==> config.mk <==
export PLATFORM = sky130hd
export DESIGN_NAME = control_fsm
export DESIGN_NICKNAME = d
export VERILOG_FILES = /design/src/rtl/control_fsm.sv
export SDC_FILE = /design/constraint.sdc
export NUM_CORES = 1
export LEC_CHECK = 0
export ABC_AREA = 1
export ABC_CLOCK_PERIOD_IN_PS = 1400
export CAP_MARGIN = 20
export CORE_MARGIN = 2
export CORE_UTILIZATION = 30
export CTS_CLUSTER_SIZE = 40
export DETAILED_ROUTE_END_ITERATION = 8
export DONT_BUFFER_PORTS = 1
export PLACE_DENSITY = 0.42
export SYNTH_ARGS = -nofsm -noshare
export SYNTH_HDL_FRONTEND = slang
export SYNTH_SLANG_ARGS = --single-unit
==> constraint.sdc <==
create_clock -name clk -period 1.4 [get_ports clk]
set_input_delay 0.21 -clock clk [delete_from_list [all_inputs] [get_ports clk]]
set_output_delay 0.21 -clock clk [all_outputs]
set_load 0.03 [all_outputs]
==> src/rtl/control_fsm.sv <==
// Multicycle main control unit for the RV32 core: walks each instruction through
// fetch/decode/execute/memory/writeback and drives datapath selects and write enables.
module control_fsm (
    input  logic       clk,
    input  logic       reset,
    input  logic [6:0] opcode,
    input  logic       zero,
    input  logic       mem_ready,
    output logic [1:0] alu_op,
    output logic [1:0] alu_src_a,
    output logic [1:0] alu_src_b,
    output logic [1:0] result_src,
    output logic [1:0] imm_src,
    output logic       adr_src,
    output logic       ir_write,
    output logic       pc_write,
    output logic       reg_write,
    output logic       mem_write,
    output logic       illegal
);

    // state    | meaning
    // FETCH    | read instruction at PC, PC+4 into PC when memory is ready
    // DECODE   | read registers, precompute branch target in ALUOut
    // MEMADR   | compute load/store address
    // MEMREAD  | load access, waits on mem_ready
    // MEMWB    | write loaded data to rd
    // MEMWRITE | store access, waits on mem_ready
    // EXECUTER | register-register ALU op
    // EXECUTEI | register-immediate ALU op
    // ALUWB    | write ALUOut to rd
    // JAL      | PC <- target, ALU computes return address
    // BEQ      | compare, PC <- target if zero
    typedef enum logic [3:0] {
        FETCH    = 4'd0,
        DECODE   = 4'd1,
        MEMADR   = 4'd2,
        MEMREAD  = 4'd3,
        MEMWB    = 4'd4,
        MEMWRITE = 4'd5,
        EXECUTER = 4'd6,
        EXECUTEI = 4'd7,
        ALUWB    = 4'd8,
        JAL      = 4'd9,
        BEQ      = 4'd10
    } state_t;

    localparam logic [6:0] OP_LOAD  = 7'b0000011;
    localparam logic [6:0] OP_STORE = 7'b0100011;
    localparam logic [6:0] OP_RTYPE = 7'b0110011;
    localparam logic [6:0] OP_ITYPE = 7'b0010011;
    localparam logic [6:0] OP_JAL   = 7'b1101111;
    localparam logic [6:0] OP_BEQ   = 7'b1100011;

    state_t state;
    state_t state_next;

    logic pc_update;
    logic branch;
    logic ir_write_raw;
    logic reg_write_raw;
    logic mem_write_raw;
    logic illegal_raw;

    always_ff @(posedge clk or posedge reset) begin
        if (reset) begin
            state <= FETCH;
        end else begin
            state <= state_next;
        end
    end

    always_comb begin
        state_next = FETCH;
        case (state)
            FETCH:    state_next = mem_ready ? DECODE : FETCH;
            DECODE: begin
                case (opcode)
                    OP_LOAD, OP_STORE: state_next = MEMADR;
                    OP_RTYPE:          state_next = EXECUTER;
                    OP_ITYPE:          state_next = EXECUTEI;
                    OP_JAL:            state_next = JAL;
                    OP_BEQ:            state_next = BEQ;
                    default:           state_next = FETCH;
                endcase
            end
            MEMADR:   state_next = (opcode == OP_LOAD) ? MEMREAD : MEMWRITE;
            MEMREAD:  state_next = mem_ready ? MEMWB : MEMREAD;
            MEMWB:    state_next = FETCH;
            MEMWRITE: state_next = mem_ready ? FETCH : MEMWRITE;
            EXECUTER: state_next = ALUWB;
            EXECUTEI: state_next = ALUWB;
            ALUWB:    state_next = FETCH;
            JAL:      state_next = ALUWB;
            BEQ:      state_next = FETCH;
            default:  state_next = FETCH;
        endcase
    end

    always_comb begin
        alu_op        = 2'b00;
        alu_src_a     = 2'b00;
        alu_src_b     = 2'b00;
        result_src    = 2'b00;
        adr_src       = 1'b0;
        pc_update     = 1'b0;
        branch        = 1'b0;
        ir_write_raw  = 1'b0;
        reg_write_raw = 1'b0;
        mem_write_raw = 1'b0;
        illegal_raw   = 1'b0;
        case (state)
            FETCH: begin
                alu_src_b    = 2'b10;
                result_src   = 2'b10;
                ir_write_raw = mem_ready;
                pc_update    = mem_ready;
            end
            DECODE: begin
                alu_src_a   = 2'b01;
                alu_src_b   = 2'b01;
                illegal_raw = !(opcode == OP_LOAD || opcode == OP_STORE ||
                                opcode == OP_RTYPE || opcode == OP_ITYPE ||
                                opcode == OP_JAL || opcode == OP_BEQ);
            end
            MEMADR: begin
                alu_src_a = 2'b10;
                alu_src_b = 2'b01;
            end
            MEMREAD: begin
                adr_src = 1'b1;
            end
            MEMWB: begin
                result_src    = 2'b01;
                reg_write_raw = 1'b1;
            end
            MEMWRITE: begin
                adr_src       = 1'b1;
                mem_write_raw = 1'b1;
            end
            EXECUTER: begin
                alu_src_a = 2'b10;
                alu_op    = 2'b10;
            end
            EXECUTEI: begin
                alu_src_a = 2'b10;
                alu_src_b = 2'b01;
                alu_op    = 2'b10;
            end
            ALUWB: begin
                reg_write_raw = 1'b1;
            end
            JAL: begin
                alu_src_a = 2'b01;
                alu_src_b = 2'b10;
                pc_update = 1'b1;
            end
            BEQ: begin
                alu_src_a = 2'b10;
                alu_op    = 2'b01;
                branch    = 1'b1;
            end
            default: begin
                alu_op = 2'b00;
            end
        endcase
    end

    always_comb begin
        case (opcode)
            OP_STORE: imm_src = 2'b01;
            OP_BEQ:   imm_src = 2'b10;
            OP_JAL:   imm_src = 2'b11;
            default:  imm_src = 2'b00;
        endcase
    end

    // Enables are masked by reset directly so an abort is visible before the next edge.
    assign ir_write  = !reset && ir_write_raw;
    assign pc_write  = !reset && (pc_update || (branch && zero));
    assign reg_write = !reset && reg_write_raw;
    assign mem_write = !reset && mem_write_raw;
    assign illegal   = !reset && illegal_raw;

endmodule

==> results.json, run 1 <==
{
  "postLayoutCellArea_um2": 892,
  "place_area_um2": 638,
  "vdd_drop_max_mv": 0.252,
  "worstSetupStartpointType": "register",
  "hold_depth": 3,
  "grt_overflow_total": 0,
  "synth_area_leader_cell": "nand2_1",
  "die_x_um": 44.4,
  "regMostFlops": "state",
  "cp_top_family": "flip-flops",
  "synthAdderAreaFrac_pct": 0,
  "end_kind": "primary output",
  "crit_buf_inv": 2,
  "yosys_warnings": 0,
  "synth_area_um2": 490,
  "clock_sinks": 4,
  "syn_inst": 98,
  "syn_nets": 109,
  "cellLeakagePower_nw": 0.476,
  "port_buffers": 0,
  "fillCellCount": 140,
  "powerDensity_nw_per_um2": 586,
  "synth-seq-cells": 4,
  "cp.depth": 8,
  "synth_top_family_by_area": "simple AND/OR/NAND/NOR gates",
  "post_drt_wl_per_cell_um": 11.0,
  "cts_buffers": 3,
  "setup_viol": 11,
  "skew_ps": 1.05,
  "synthMuxAreaShare_pct": 0,
  "critPathSlowestCell": "dfrtp_2",
  "diodes": 0,
  "boundaryPins": 27,
  "firstDrtPassIters": 4,
  "violations": "setup timing",
  "start_util_pct": 32.2,
  "grt_pass1_wl_um": 2620,
  "slew_violations": 0,
  "layout-drive-gt1-share_pct": 51.6,
  "syn_to_final_growth_pct": 81.9,
  "yosysTopAreaCellShare_pct": 29.1,
  "worstMarginPinSlew_ps": 329,
  "largest_register_ffs": 4,
  "crit_chain": "inv_2 -> nand2_4 -> nor2_4 -> nand2_2 -> nand2_1 -> nand2_1 -> nand2_2 -> buf_12",
  "cts_tree": "yes",
  "grt_pass1_vias": 663,
  "track_usage_pct": 18.0,
  "ys_types": 16,
  "grt_max_degree": 7,
  "gp_congestion": 0.817,
  "max_stage_delay_ps": 450,
  "yosys-top-cells-area": "nand2_1 29%, dfrtp_1 20%, nor2_1 14%",
  "die-height_um": 44.4,
  "vias": 688,
  "synth_compound_area_share_pct": 10.2,
  "status": "finished with violations",
  "largestRegisters": "state (4)",
  "nets": 139,
  "synth-simple-area-share_pct": 54.1,
  "dp_hpwl_um": 1110,
  "routed_wl_um": 1560,
  "fmax_mhz": 647,
  "final_antenna_net_count": 0,
  "die_area_um2": 1970,
  "seq_area_frac_synth_pct": 20.4,
  "rsz0062_at_grt": "yes",
  "antenna_found_initial": 0,
  "worstSkewPairLatency_ps": 230,
  "min_period_ps": 1550,
  "cap_viol_max_count": 0,
  "drt_iter0_markers": 14,
  "path_class": "reg2out",
  "fin_crit_sh_pct": 110,
  "fin_ws_ps": -146,
  "core_um2": 1520,
  "post-place-ws_ps": 29.6,
  "crit_arrival_ps": 1340,
  "hp-class": "in2reg",
  "power_mw": 0.523,
  "h-tree-depth": 1,
  "r2r_cells": 6,
  "cts_buffer_depth": 2,
  "clk_pin_slew_worst_paths_ps": 40,
  "num_rows": 14,
  "hold_viol_final": 0,
  "drc_errors": 0,
  "avgSynthCellArea_um2": 5.00,
  "path_max_fanout": 4,
  "cts-root-buf": "clkbuf_4",
  "vias_per_cell": 4.85,
  "synth_xor_area_share_pct": 0,
  "maxSlewHeadroom_pct": 78.0,
  "worstPathRequired_ps": 1190
}
-- layer usage --
| layer | vias up | GRT usage (%) | part of all wire (%) |
|---|---|---|---|
| li1 | 354 | - | - |
| met1 | 306 | 19.9 | 37 |
| met2 | 24 | 31.5 | 55 |
| met3 | 4 | 3.27 | 5.7 |
| met4 | 0 | 11.5 | 2.4 |
| met5 | - | 0 | 0 |
-- path summary, 6_finish.rpt --
kind / startpoint / end / slack (ps)
min in group asynchronous: reset / state[3]$_DFF_PP0_ / 470
hold reg to reg: state[3]$_DFF_PP0_ / state[3]$_DFF_PP0_ / 640
max in group asynchronous: reset / state[2]$_DFF_PP0_ / 740
hold / removal: opcode[6] / state[2]$_DFF_PP0_ / 170
setup / recovery: state[0]$_DFF_PP0_ / pc_write / -150
setup reg to reg: state[2]$_DFF_PP0_ / state[3]$_DFF_PP0_ / 180
-- cells in the mapped netlist --
master    number
dfrtp_1        4
nand2_1       38
a211oi_1       1
nor3_1         1
inv_2          8
o211ai_1       1
nand2_2        1
o22ai_1        1
nor2_2         3
nor2_1        18
nand3_1        5
a31oi_1        1
o31ai_1        1
inv_1         12
a21oi_1        2
o21ai_0        1
-- cells in the final DEF (no fill, tap or decap) --
cell / Yosys / layout
nand2_1: 38 / 30
buf_4: 0 / 16
nor2_1: 18 / 11
inv_2: 8 / 10
inv_1: 12 / 9
nor2_4: 0 / 8
buf_6: 0 / 7
nand2_4: 0 / 5
nand2_2: 1 / 4
dfrtp_2: 0 / 4
nand3_2: 0 / 3
clkbuf_4: 0 / 3
nand3_1: 5 / 2
nor2_2: 3 / 2
a21oi_1: 2 / 2
nor3_1: 1 / 1
inv_4: 0 / 1
o22ai_1: 1 / 1
o21ai_0: 1 / 1
o31ai_1: 1 / 1
a31oi_1: 1 / 1
o211ai_1: 1 / 1
a211oi_2: 0 / 1
dlygate4sd3_1: 0 / 1
buf_12: 0 / 1
-- power breakdown --
part	internal [mW]	switching, mW
combinational	0.0987	0.152
clock	0.0956	0.0431
sequential	0.122	0.0119
-- tightest hold or removal path, stage by stage --
cell,delay (ps)
nor2_1,20
nand2_1,50
nand3_1,60
-- timing repair --
item,in CTS,in global routing
hold buffers,1,0
buffers inserted,8,3
gates resized for setup,26,18
endpoints found under the hold margin,4,0
endpoints found under the setup margin,11,13
pin swaps,6,6
gates cloned,0,0
-- stage by stage --
| step | setup TNS [ps] | instances | hold WS, ps | utilization (%) |
|---|---|---|---|---|
| final | -783 | 142 | 167 | 58.5 |
| after floorplan | -92.5 | 98 | 1.27 | - |
| after global placement | 0 | 128 | 47.0 | 41.9 |
| after detailed placement | 0 | 128 | 43.7 | 41.9 |
| after global routing | -1560 | 142 | 205 | 58.5 |
| after CTS | -799 | 140 | 167 | 53.5 |
-- final cells by class --
cell class	count	area, µm²	area share, %
multi-input cells	74	438	49.1
repair buffers	25	229	25.7
flip-flops and latches	4	105	11.8
inverters	20	77.6	8.70
clock buffers	3	22.5	2.52
well taps	16	20.0	2.24
-- cell families (layout without fill, tap and decap cells) --
kind of cell	Yosys count	count (layout)
compound gates	8	8
buf+inv	20	48
flops	4	4
simple gates	66	66
No activity file was read; power rests on OpenSTA's default activity.
==> inputs of run 2 (changes only) <==
--- a/config.mk
+++ b/config.mk
@@ -6,14 +6,16 @@
 export NUM_CORES = 1
 export LEC_CHECK = 0
 export ABC_AREA = 1
-export ABC_CLOCK_PERIOD_IN_PS = 1400
+export ABC_CLOCK_PERIOD_IN_PS = 2000
 export CAP_MARGIN = 20
+export CELL_PAD_IN_SITES_DETAIL_PLACEMENT = 1
+export CELL_PAD_IN_SITES_GLOBAL_PLACEMENT = 1
 export CORE_MARGIN = 2
 export CORE_UTILIZATION = 30
 export CTS_CLUSTER_SIZE = 40
 export DETAILED_ROUTE_END_ITERATION = 8
 export DONT_BUFFER_PORTS = 1
-export PLACE_DENSITY = 0.42
+export PLACE_DENSITY = 0.73
 export SYNTH_ARGS = -nofsm -noshare
 export SYNTH_HDL_FRONTEND = slang
 export SYNTH_SLANG_ARGS = --single-unit
==> constraint.sdc (replaced) <==
create_clock -name clk -period 2 [get_ports clk]
set_input_delay 0.3 -clock clk [delete_from_list [all_inputs] [get_ports clk]]
set_output_delay 0.3 -clock clk [all_outputs]
set_load 0.03 [all_outputs]
==> results.json, run 2 (synthesized netlist as in run 1, its figures left out) <==
{
  "status": "finished, final reports clean",
  "die-height_um": 44.4,
  "worstPathRequired_ps": 1700,
  "cpMostUsedCell": "inv_2",
  "final_antenna_net_count": 0,
  "power_mw": 0.300,
  "dp_hpwl_um": 1210,
  "worstSkewPairLatency_ps": 240,
  "end_kind": "primary output",
  "fmax_mhz": 553,
  "largestRegisters": "state (4)",
  "post_cts_buffers": 0,
  "drt_iter0_markers": 6,
  "max_stage_delay_ps": 410,
  "cts_buffers": 3,
  "fin_crit_sh_pct": 90.5,
  "start_util_pct": 32.2,
  "port_buffers": 0,
  "hold_viol_final": 0,
  "core_um2": 1520,
  "path_class": "reg2out",
  "diodes": 0,
  "vias_per_cell": 4.93,
  "crit_path_start": "state[1]$_DFF_PP0_",
  "powerDensity_nw_per_um2": 504,
  "syn_to_final_growth_pct": 21.4,
  "track_usage_pct": 16.2,
  "worstReg2RegEnd": "state[3]$_DFF_PP0_",
  "die_area_um2": 1970,
  "cts_buffer_depth": 2,
  "cts_tree": "yes",
  "num_rows": 14,
  "worstMarginPinSlew_ps": 607,
  "slew_violations": 0,
  "path_max_fanout": 4,
  "gp_congestion": 0.859,
  "fillCellCount": 230,
  "grt_overflow_total": 0,
  "min_period_ps": 1810,
  "h-tree-depth": 1,
  "clk_pin_slew_worst_paths_ps": 40,
  "setup_viol": 0,
  "layout-drive-gt1-share_pct": 20.2,
  "nets": 122,
  "worstSetupStartpointType": "register",
  "clock_sinks": 4,
  "critPathSlowestCell": "dfrtp_1",
  "antenna_found_initial": 0,
  "boundaryPins": 27,
  "vdd_drop_max_mv": 0.201,
  "crit_chain": "inv_2 -> nand2_1 -> inv_2 -> nand2_1 -> inv_2 -> nand3_1 -> nor2_1 -> buf_4",
  "die_x_um": 44.4,
  "vias": 616,
  "drc_errors": 0,
  "largest_register_ffs": 4,
  "post_drt_wl_per_cell_um": 11.3,
  "final_common_cell": "nand2_1",
  "grt_pass1_wl_um": 2350,
  "whs_endpoint": "state[1]$_DFF_PP0_",
  "firstDrtPassIters": 2,
  "crit_arrival_ps": 1510,
  "grt_pass1_vias": 609,
  "reg2reg_from": "state[3]$_DFF_PP0_",
  "cts-root-buf": "clkbuf_4",
  "final_cell_mix": "38 x nand2_1, 18 x nor2_1, 12 x inv_1, 8 x inv_2, 7 x buf_4",
  "cellLeakagePower_nw": 0.373,
  "hp-start": "opcode[6]",
  "hold_depth": 3,
  "grt_max_degree": 8,
  "r2r_cells": 5,
  "setup_tns_ps": 0,
  "rsz0062_at_grt": "no",
  "skew_ps": 2.05,
  "hp-class": "in2reg",
  "regMostFlops": "state",
  "cap_viol_max_count": 0,
  "maxSlewHeadroom_pct": 59.4,
  "routed_wl_um": 1410,
  "r2r_slack_ps": 640
}
## run 2: how the worst max path moves through the flow
stage                to  slack, ps  depth (start not counted)
6_report        illegal        190                          8
2_1_floorplan  pc_write        280                          7
5_1_grt        pc_write         70                          5
3_3_place_gp   pc_write        470                          5
4_1_cts         illegal        200                          8
3_5_place_dp    illegal        470                          8
## run 2: through the flow
| step | worst slack, ps | hold slack, ps | cell area (µm²) | instances | utilization [%] |
|---|---|---|---|---|---|
| after floorplan | 275 | 91.3 | 490 | 98 | - |
| after global placement | 471 | 123 | 563 | 121 | 36.9 |
| after detailed placement | 469 | 125 | 563 | 121 | 36.9 |
| after CTS | 201 | 262 | 596 | 125 | 39.1 |
| after global routing | 74.1 | 290 | 596 | 125 | 39.1 |
| final | 191 | 268 | 596 | 125 | 39.1 |
## run 2: cell type report
type | count | area, µm² | area share, %
clock buffers | 3 | 22.5 | 3.78
inverters | 20 | 75.1 | 12.6
multi-input cells | 74 | 315 | 52.9
flip-flops and latches | 4 | 100 | 16.8
well taps | 16 | 20.0 | 3.36
repair buffers | 8 | 62.6 | 10.5
## run 2: timing repair
action,4_1_cts,5_1_grt
hold buffers,1,0
hold endpoints to repair,4,0
gates resized for setup,0,0
## run 2: worst max-delay path: cells and delay by family (launching register included)
family | cells | cell delay [ps]
flip-flops | 1 | 410
AND/OR/NAND/NOR | 4 | 400
buffers and inverters | 4 | 460
## run 2: per-layer routing
layer / global-route usage, % / vias to the layer above / wire (µm)
li1: - / 319 / -
met1: 19.5 / 270 / 608
met2: 27.1 / 21 / 673
met3: 1.63 / 6 / 72
met4: 10.9 / 0 / 52
met5: 0 / - / 0
## run 2: report_power, final
part           switching [mW]  internal [mW]
Clock                  0.0331         0.0671
Sequential            0.00466         0.0850
Combinational          0.0840         0.0262
